--- src/rtl/spi_target_pkg.sv ---
// Shared types and widths for the oversampled SPI target.
package spi_target_pkg;

  localparam int ByteW   = 8;
  localparam int BitCntW = 3;

  typedef enum logic {
    StIdle   = 1'b0,
    StActive = 1'b1
  } state_e;

endpackage

--- src/rtl/spi_target_sync.sv ---
// Synchroniser plus history flop for one asynchronous pad input.
// Produces the synchronised level and single-cycle rise/fall pulses.
// The chain resets low, so a chip select that is already low when reset
// releases never produces a falling edge: the target stays idle until
// the host toggles chip select again.
module spi_target_sync #(
  parameter int SyncStages = 2
) (
  input  logic clk_i,
  input  logic rst_i,
  input  logic d_i,
  output logic level_o,
  output logic rise_o,
  output logic fall_o
);

  logic [SyncStages-1:0] sync_q;
  logic                  hist_q;

  // Shift the pad value through the synchroniser, then keep one cycle of history.
  always_ff @(posedge clk_i) begin
    if (rst_i) begin
      sync_q <= '0;
      hist_q <= 1'b0;
    end else begin
      sync_q <= {sync_q[SyncStages-2:0], d_i};
      hist_q <= sync_q[SyncStages-1];
    end
  end

  assign level_o = sync_q[SyncStages-1];
  assign rise_o  = level_o & ~hist_q;
  assign fall_o  = ~level_o & hist_q;

endmodule

--- src/rtl/spi_target_lite.sv ---
// SPI mode-0 target, oversampled in the clk_i domain.
// Handshakes: a stream transfer happens on a clk_i edge where valid and
// ready are both high; rx_data_o holds steady while rx_valid_o && !rx_ready_i,
// and tx_ready_o is high exactly in the cycle tx_data_i is loaded.
module spi_target_lite
  import spi_target_pkg::*;
#(
  parameter int         SyncStages = 2,
  parameter logic [7:0] TxIdleByte = 8'hFF
) (
  input  logic             clk_i,
  input  logic             rst_i,
  input  logic             cio_sck_i,
  input  logic             cio_csb_i,
  input  logic             cio_sdi_i,
  output logic             cio_sdo_o,
  output logic             cio_sdo_en_o,
  output logic             rx_valid_o,
  output logic [ByteW-1:0] rx_data_o,
  input  logic             rx_ready_i,
  input  logic             tx_valid_i,
  input  logic [ByteW-1:0] tx_data_i,
  output logic             tx_ready_o,
  output logic             rx_overflow_o,
  output logic             tx_underflow_o,
  output logic             frame_done_o
);

  logic sck_lvl, sck_rise, sck_fall;
  logic csb_lvl, csb_rise, csb_fall;
  logic sdi_lvl, sdi_rise, sdi_fall;
  logic unused_sync;

  spi_target_sync #(.SyncStages(SyncStages)) u_sync_sck (
    .clk_i(clk_i), .rst_i(rst_i), .d_i(cio_sck_i),
    .level_o(sck_lvl), .rise_o(sck_rise), .fall_o(sck_fall)
  );

  spi_target_sync #(.SyncStages(SyncStages)) u_sync_csb (
    .clk_i(clk_i), .rst_i(rst_i), .d_i(cio_csb_i),
    .level_o(csb_lvl), .rise_o(csb_rise), .fall_o(csb_fall)
  );

  // Same depth as SCK so the data bit stays aligned with its clock edge.
  spi_target_sync #(.SyncStages(SyncStages)) u_sync_sdi (
    .clk_i(clk_i), .rst_i(rst_i), .d_i(cio_sdi_i),
    .level_o(sdi_lvl), .rise_o(sdi_rise), .fall_o(sdi_fall)
  );

  assign unused_sync = ^{sck_lvl, csb_lvl, sdi_rise, sdi_fall};

  state_e               state_q;
  logic [BitCntW-1:0]   bit_cnt_q;
  logic [ByteW-1:0]     rx_sh_q;
  logic [ByteW-1:0]     tx_sh_q;
  logic [ByteW-1:0]     hold_q;
  logic                 rx_valid_q;
  logic                 rx_ovf_q;
  logic                 tx_udf_q;
  logic                 frame_done_q;

  logic                 load_evt;
  logic                 hold_free;
  logic [ByteW-1:0]     rx_byte_d;
  logic [ByteW-1:0]     tx_load_d;

  // A TX byte is loaded at selection and at the first falling SCK edge of
  // every following byte; a simultaneous deselect suppresses the latter.
  assign load_evt  = !rst_i &&
                     (((state_q == StIdle) && csb_fall) ||
                      ((state_q == StActive) && !csb_rise && sck_fall && (bit_cnt_q == '0)));
  assign tx_load_d = tx_valid_i ? tx_data_i : TxIdleByte;
  assign rx_byte_d = {rx_sh_q[ByteW-2:0], sdi_lvl};
  assign hold_free = !rx_valid_q || rx_ready_i;

  // Frame FSM, bit counter, shift registers, RX holding register and status pulses.
  always_ff @(posedge clk_i) begin
    if (rst_i) begin
      state_q      <= StIdle;
      bit_cnt_q    <= '0;
      rx_sh_q      <= '0;
      tx_sh_q      <= '0;
      hold_q       <= '0;
      rx_valid_q   <= 1'b0;
      rx_ovf_q     <= 1'b0;
      tx_udf_q     <= 1'b0;
      frame_done_q <= 1'b0;
    end else begin
      rx_ovf_q     <= 1'b0;
      tx_udf_q     <= 1'b0;
      frame_done_q <= 1'b0;

      if (rx_valid_q && rx_ready_i) begin
        rx_valid_q <= 1'b0;
      end

      if (load_evt) begin
        tx_sh_q  <= tx_load_d;
        tx_udf_q <= !tx_valid_i;
      end

      unique case (state_q)
        StIdle: begin
          if (csb_fall) begin
            state_q   <= StActive;
            bit_cnt_q <= '0;
            rx_sh_q   <= '0;
          end
        end
        StActive: begin
          if (csb_rise) begin
            // Deselect wins over any SCK edge seen in the same cycle.
            state_q      <= StIdle;
            bit_cnt_q    <= '0;
            rx_sh_q      <= '0;
            frame_done_q <= 1'b1;
          end else begin
            if (sck_rise) begin
              rx_sh_q   <= rx_byte_d;
              bit_cnt_q <= bit_cnt_q + BitCntW'(1);
              if (bit_cnt_q == '1) begin
                if (hold_free) begin
                  hold_q     <= rx_byte_d;
                  rx_valid_q <= 1'b1;
                end else begin
                  rx_ovf_q <= 1'b1;
                end
              end
            end
            if (sck_fall && (bit_cnt_q != '0)) begin
              tx_sh_q <= {tx_sh_q[ByteW-2:0], 1'b0};
            end
          end
        end
        default: state_q <= StIdle;
      endcase
    end
  end

  assign cio_sdo_o      = tx_sh_q[ByteW-1];
  assign cio_sdo_en_o   = (state_q == StActive);
  assign rx_valid_o     = rx_valid_q;
  assign rx_data_o      = hold_q;
  assign tx_ready_o     = load_evt && tx_valid_i;
  assign rx_overflow_o  = rx_ovf_q;
  assign tx_underflow_o = tx_udf_q;
  assign frame_done_o   = frame_done_q;

endmodule

--- config.mk ---
export PLATFORM = sky130hd
export DESIGN_NAME = spi_target_lite
export DESIGN_NICKNAME = d
export VERILOG_FILES = /design/src/rtl/spi_target_pkg.sv /design/src/rtl/spi_target_sync.sv /design/src/rtl/spi_target_lite.sv
export SDC_FILE = /design/constraint.sdc
export NUM_CORES = 1
export LEC_CHECK = 0
export BUFFER_PORTS_ARGS = -buffer_cell sky130_fd_sc_hd__clkbuf_2
export CAP_MARGIN = 5
export CELL_PAD_IN_SITES_DETAIL_PLACEMENT = 0
export CELL_PAD_IN_SITES_GLOBAL_PLACEMENT = 1
export CORE_ASPECT_RATIO = 0.5
export CORE_MARGIN = 1.5
export CORE_UTILIZATION = 40
export CTS_CLUSTER_SIZE = 14
export DETAILED_ROUTE_END_ITERATION = 8
export MAX_ROUTING_LAYER = met4
export PLACE_DENSITY_LB_ADDON = 0.05
export SETUP_SLACK_MARGIN = 0.02
export SYNTH_ARGS = -nofsm -noshare
export SYNTH_HDL_FRONTEND = slang
export SYNTH_SLANG_ARGS = --single-unit
--- constraint.sdc ---
create_clock -name clk_i -period 2 [get_ports clk_i]
set_input_delay 0.2 -clock clk_i [delete_from_list [all_inputs] [get_ports clk_i]]
set_output_delay 0.2 -clock clk_i [all_outputs]
set_load 0.02 [all_outputs]
==> impl_metrics.tcl, run 1 <==
set metrics [dict create \
    status "finished, final reports clean" \
    place.gp.congestion 0.7455 \
    r2r_setup_slack_ps 290 \
    grt_first_pass_wirelength_um 5195 \
    overflow 0 \
    cts_made_buffers 5 \
    clock_skew_ps 5.368 \
    slew_violations 0 \
    antenna_found_initial 0 \
    dr.first_iter.drc_count 29 \
    wl_per_cell_um 12.98 \
    slew_headroom_pct 61.03 \
    synth_xor_area_share_pct 0 \
    cp.required_ps 1800 \
    final_cell_mix "39 x dfxtp_1, 28 x clkbuf_2, 25 x nor2_1, 12 x a21oi_1, 12 x nand4_1" \
    synth_top_family_by_area "simple AND/OR/NAND/NOR gates" \
    via_per_inst 4.992 \
    path_clk_slew_ps 70 \
    syn_inst 168 \
    slowest_delay_ps 330 \
    path_max_fanout 3 \
    detail-route-antenna-nets 0 \
    synth_compound_area_share_pct 16.65 \
    crit_chain "inv_1 > ha_4 > nand2b_4 > o31a_1 > or2_4 > nor2_1 > buf_4" \
    hold_buffers 0 \
    routed.top_layer "met3" \
    wl_met2_um 1414 \
    grt_pass1_vias 1084 \
    dpl.hpwl_um 2261 \
    dieArea_sq_um 4511 \
    crit_cells 7 \
    reg2regPathDepth 7 \
    routed-via-count 1278 \
    ys_seq_area_share_pct 47.67 \
    grt_usage_pct 15.97 \
    yosys_register_bits 39 \
    num_rows 16 \
    met1_length_um 1763 \
    place_ws_ps 152.0 \
    syn_nets 186 \
    whs_path_depth 2 \
    path_class "reg2out" \
    max_cap_viol_count 0 \
    placed_area_sq_um 1848 \
    layout_worst_path_cycle_share_pct 93.03 \
    ys_types 28 \
    fin_crit_ps 1861 \
    place_inst 247 \
    final_area_sq_um 1954 \
    crit_path_top_delay_cell "dfxtp_1" \
    stdcell_count 256 \
    drt-total-wl_um 3324 \
    p_leak_nw 0.8272 \
    hp-class "in2reg" \
    yosys_warnings 0 \
    rsz0062_at_grt "no" \
    finalPower_mw 1.388 \
    post_synth.cell_area_avg_sq_um 9.749 \
    clock_path_buffers 2 \
    drc_errors 0 \
    io_pins 30 \
    dr_wl_met3_um 146 \
    cts-root-buf "clkbuf_8" \
    worst_setup_path_start_kind "flip-flop" \
    die_w_um 93.50 \
    htreeDepth 2 \
    cts_tree "built" \
    n_antenna_cell 0 \
    muxShareOfSynthArea_pct 4.889 \
    synth_adder_area_share_pct 2.292 \
    ir_drop_mv 0.3736 \
    worstSkewPairLatency_ps 280 \
    dr.pass1.iters 4 \
    final_layout_size_suffix_gt1_share_pct 29.21 \
    die_h_um 48.25 \
    end_kind "primary output" \
    setup_viol 0 \
    synthSimpleGateAreaFrac_pct 22.38 \
    critical_path.top_delay_family "simple AND/OR/NAND/NOR gates" \
    hold_viol_final 0 \
    fin_ws_ps 139.4 \
    port_buffers 29 \
    tns_ps 0 \
    core_area_sq_um 3904 \
    worst_slew_pin_slew_ps 579.1 \
    crit_buf_inv 2 \
    final_common_cell "dfxtp_1" \
    fmax_ghz 0.5375 \
    start_util_pct 41.96 \
    area_delta_synth_final_pct 19.33 \
    cts.sinks 39 \
    grt_max_degree 36 \
    cp.arrival_ps 1660 \
    synth_area_sq_um 1638 \
    p_per_area_nw_per_um2 710.1 \
    final_nets 219 \
]
final cells by class:
cell class	instances	area, sq um
repair buffers	39	222.7
fillers	403	1949
clock inverters	1	5.005
flip-flops and latches	39	780.7
well taps	54	67.56
multi-input cells	108	772.0
inverters	8	30.03
clock buffers	7	76.32
kinds of logic (layout without fill, tap and decap cells):
logic type,count (synthesis),in the layout
adder cells (fa/ha/maj),3,3
flip-flops,39,39
AO/OA/AOI/OAI,32,32
multiplexers,8,8
AND/OR/NAND/NOR,65,65
buffers and inverters,21,55
power by group:
group / internal [mW] / total, mW / switching, mW / leakage [nW]
Clock: 0.245 / 0.495 / 0.251 / 0.0422
Sequential: 0.791 / 0.799 / 0.00826 / 0.316
Combinational: 0.0394 / 0.0936 / 0.0542 / 0.469
stage by stage:
| step | hold slack (ps) | utilization (%) |
|---|---|---|
| finish | 90.33 | 50.06 |
| global route | 77.43 | 50.06 |
| CTS | 82.68 | 49.49 |
| detailed placement | 387.1 | 47.34 |
| global placement | 391.1 | 47.34 |
| floorplan | 272.4 | - |
worst register-to-register path, cell delays in order, from the launching register on:
cell and delay (ps):
dfxtp_1 330, inv_1 90, ha_4 140, nand2b_4 50, o31a_1 260, or2_4 270, buf_4 160, a2111oi_4 320
cell usage after synthesis:
cell type,n,area share [%]
a2111oi_2,7,6.4
a2111oi_4,1,1.7
a21oi_1,12,3.7
a31oi_4,1,1.3
and2b_1,1,0.46
and3b_1,3,1.6
and4_1,1,0.53
buf_2,4,1.2
buf_6,2,1.4
clkbuf_1,6,1.4
clkbuf_2,1,0.31
clkinv_1,1,0.23
dfxtp_1,39,48
ha_1,3,2.3
inv_1,7,1.6
mux2i_1,8,4.9
nand2b_1,2,0.76
nand2b_4,1,0.84
nand3_1,1,0.31
nand4_1,12,4.6
nor2_1,25,5.7
nor2b_1,8,3.1
nor3_1,1,0.31
nor3b_2,1,0.76
nor4_1,8,3.1
o21ai_0,10,3.1
o31a_1,1,0.53
or2_1,1,0.38
flip-flops by register name (all words and copies together), names as in the netlist:
signal	cells
tx_sh_q	8
frame_done_o	1
u_sync_sck.sync_q	2
rx_overflow_o	1
tx_underflow_o	1
rx_data_o	8
u_sync_sdi.sync_q	2
cio_sdo_en_o	1
u_sync_csb.sync_q	2
bit_cnt_q	3
u_sync_sck.hist_q	1
rx_valid_o	1
u_sync_csb.hist_q	1
rx_sh_q	7
path summary, 6_finish.rpt:
path,to,startpoint
max,tx_ready_o,bit_cnt_q[1]
min,tx_underflow_o,tx_valid_i
max reg2reg,tx_sh_q[0],bit_cnt_q[1]
min reg2reg,u_sync_sck.sync_q[1],u_sync_sck.sync_q[0]
per-layer routing:
| layer | up-vias | global-route usage (%) |
|---|---|---|
| li1 | 664 | - |
| met1 | 588 | 21.28 |
| met2 | 26 | 24.64 |
| met3 | 0 | 4.673 |
| met4 | 0 | 2.727 |
| met5 | - | - |
what timing repair did:
item,CTS,global route
buffers inserted,0,1
gates resized for setup,1,5
hold endpoints to repair,0,0
setup endpoints to repair,1,1
pin swaps,0,2
Note: power is estimated with default switching activity, not from simulation.
==> inputs of run 2 (changes only) <==
- BUFFER_PORTS_ARGS: -buffer_cell sky130_fd_sc_hd__clkbuf_2 -> default
- DONT_BUFFER_PORTS: default -> 1
==> impl_metrics.tcl, run 2 (synthesis gave the netlist of run 1 again) <==
set metrics [dict create \
    detail-route-antenna-nets 0 \
    slew_violations 0 \
    layout_worst_path_cycle_share_pct 92.44 \
    n_antenna_cell 0 \
    final_cell_mix "37 x dfxtp_1, 25 x nor2_1, 13 x buf_4, 12 x a21oi_1, 12 x nand4_1" \
    grt_first_pass_wirelength_um 5368 \
    whs_ps 41.06 \
    tns_ps 0 \
    dr.first_iter.drc_count 15 \
    port_buffers 0 \
    reg2regPathDepth 7 \
    hold_viol_final 0 \
    ir_drop_mv 0.4148 \
    min_to "u_sync_sdi.sync_q[0]" \
    antenna_found_initial 0 \
    cts_made_buffers 5 \
    placed_area_sq_um 1725 \
    drc_errors 0 \
    crit_path_top_delay_cell "dfxtp_2" \
    p_per_area_nw_per_um2 866.4 \
    grt_pass1_vias 1107 \
    clock_path_buffers 2 \
    final_area_sq_um 1911 \
    final_common_cell "dfxtp_1" \
    r2r_setup_slack_ps 290 \
    routed-via-count 1178 \
    critical_path.top_delay_family "simple AND/OR/NAND/NOR gates" \
    whs_path_depth 1 \
    setup_viol 0 \
    place.gp.congestion 0.7728 \
    rsz0062_at_grt "no" \
    stdcell_count 232 \
    status "finished, final reports clean" \
    dpl.hpwl_um 2212 \
    drt-total-wl_um 3344 \
    path_max_fanout 3 \
    core_area_sq_um 3904 \
    cp.arrival_ps 1650 \
    path_clk_slew_ps 80 \
    fin_crit_ps 1849 \
    area_delta_synth_final_pct 16.65 \
    min-delay-start "cio_sdi_i" \
    worst_setup_path_start_kind "flip-flop" \
    die_w_um 93.50 \
    path_class "reg2out" \
    grt_usage_pct 16.55 \
    cts_tree "built" \
    fmax_ghz 0.5409 \
    via_per_inst 5.078 \
    slowest_delay_ps 330 \
    end_kind "primary output" \
    max_cap_viol_count 0 \
    grt_max_degree 37 \
    worstSkewPairLatency_ps 290 \
    dr.pass1.iters 4 \
    die_h_um 48.25 \
    crit_buf_inv 2 \
    worst_slew_pin_slew_ps 452.3 \
    cts-root-buf "clkbuf_8" \
    cp.required_ps 1800 \
    place_inst 221 \
    utilization_pct 48.94 \
    num_rows 16 \
    io_pins 30 \
    timing.rr.end "tx_sh_q[0]" \
    final_nets 195 \
    hp-class "in2reg" \
    final_layout_size_suffix_gt1_share_pct 20.79 \
    overflow 0 \
    clock_skew_ps 9.361 \
    slew_headroom_pct 69.57 \
    cts.sinks 39 \
    p_leak_nw 0.7508 \
    htreeDepth 2 \
    timing.rr.start "bit_cnt_q[0]" \
    wl_per_cell_um 14.41 \
    dieArea_sq_um 4511 \
    crit_chain "inv_2 > ha_4 > nand2b_4 > o31a_1 > or2_1 > nor2_1 > buf_4" \
    start_util_pct 41.96 \
    n_fill_cell 392 \
]
## run 2: cell count changes in the layout (fill, tap and decap cells not counted), moves of 2 or more
cell	before	now
bufinv_16	0	2
buf_4	11	13
dfxtp_1	39	37
clkbuf_2	28	0
dfxtp_2	0	2
## run 2: report_power, final
part | internal (mW) | leakage (nW) | switching, mW
Combinational | 0.0337 | 0.368 | 0.0472
Sequential | 0.790 | 0.317 | 0.0101
Clock | 0.499 | 0.0654 | 0.275
Total | 1.32 | 0.751 | 0.332
## run 2: layout make-up
type                            instances  area, sq um  share of cell area (%)
Clock buffer                            6        72.57                   3.798
Multi-Input combinational cell        108        769.5                   40.28
Clock inverter                          2        60.06                   3.143
Sequential cell                        39        783.3                   41.00
Timing Repair Buffer                   15        127.6                   6.680
Inverter                                8        30.03                   1.572
Tap cell                               54        67.56                   3.536
## run 2: what timing repair did
item / CTS / global route
setup endpoints to repair: 1 / 1
hold buffers: 2 / 0
buffers inserted: 2 / 0
pin swaps: 2 / 3
resized for setup: 3 / 4
hold endpoints to repair: 37 / 0
## run 2: worst max-delay path by stage
stage	from	cells after the start	slack, ps	endpoint
2_1_floorplan	bit_cnt_q[0]	8	180	tx_ready_o
3_3_place_gp	bit_cnt_q[0]	6	300	tx_sh_q[6]
3_5_place_dp	bit_cnt_q[0]	6	300	tx_sh_q[7]
4_1_cts	bit_cnt_q[1]	8	20	tx_ready_o
5_1_grt	bit_cnt_q[0]	7	70	tx_ready_o
6_report	bit_cnt_q[0]	7	150	tx_ready_o
## run 2: routing by layer
metal  up-vias  global-route usage, %  part of all wire (%)
li1        610                      -                     -
met1       542                  20.32                    51
met2        24                  26.52                    43
met3         2                  6.231                   5.9
met4         0                  3.636                  0.24
met5         -                      -                     0
## run 2: stage by stage
stage / power, mW / worst slack (ps)
after floorplan: 0.8762 / 178.8
after global placement: 0.8811 / 300.1
after detailed placement: 0.8811 / 300.4
after CTS: 1.674 / 20.14
after global routing: 1.721 / 67.98
final: 1.655 / 151.2
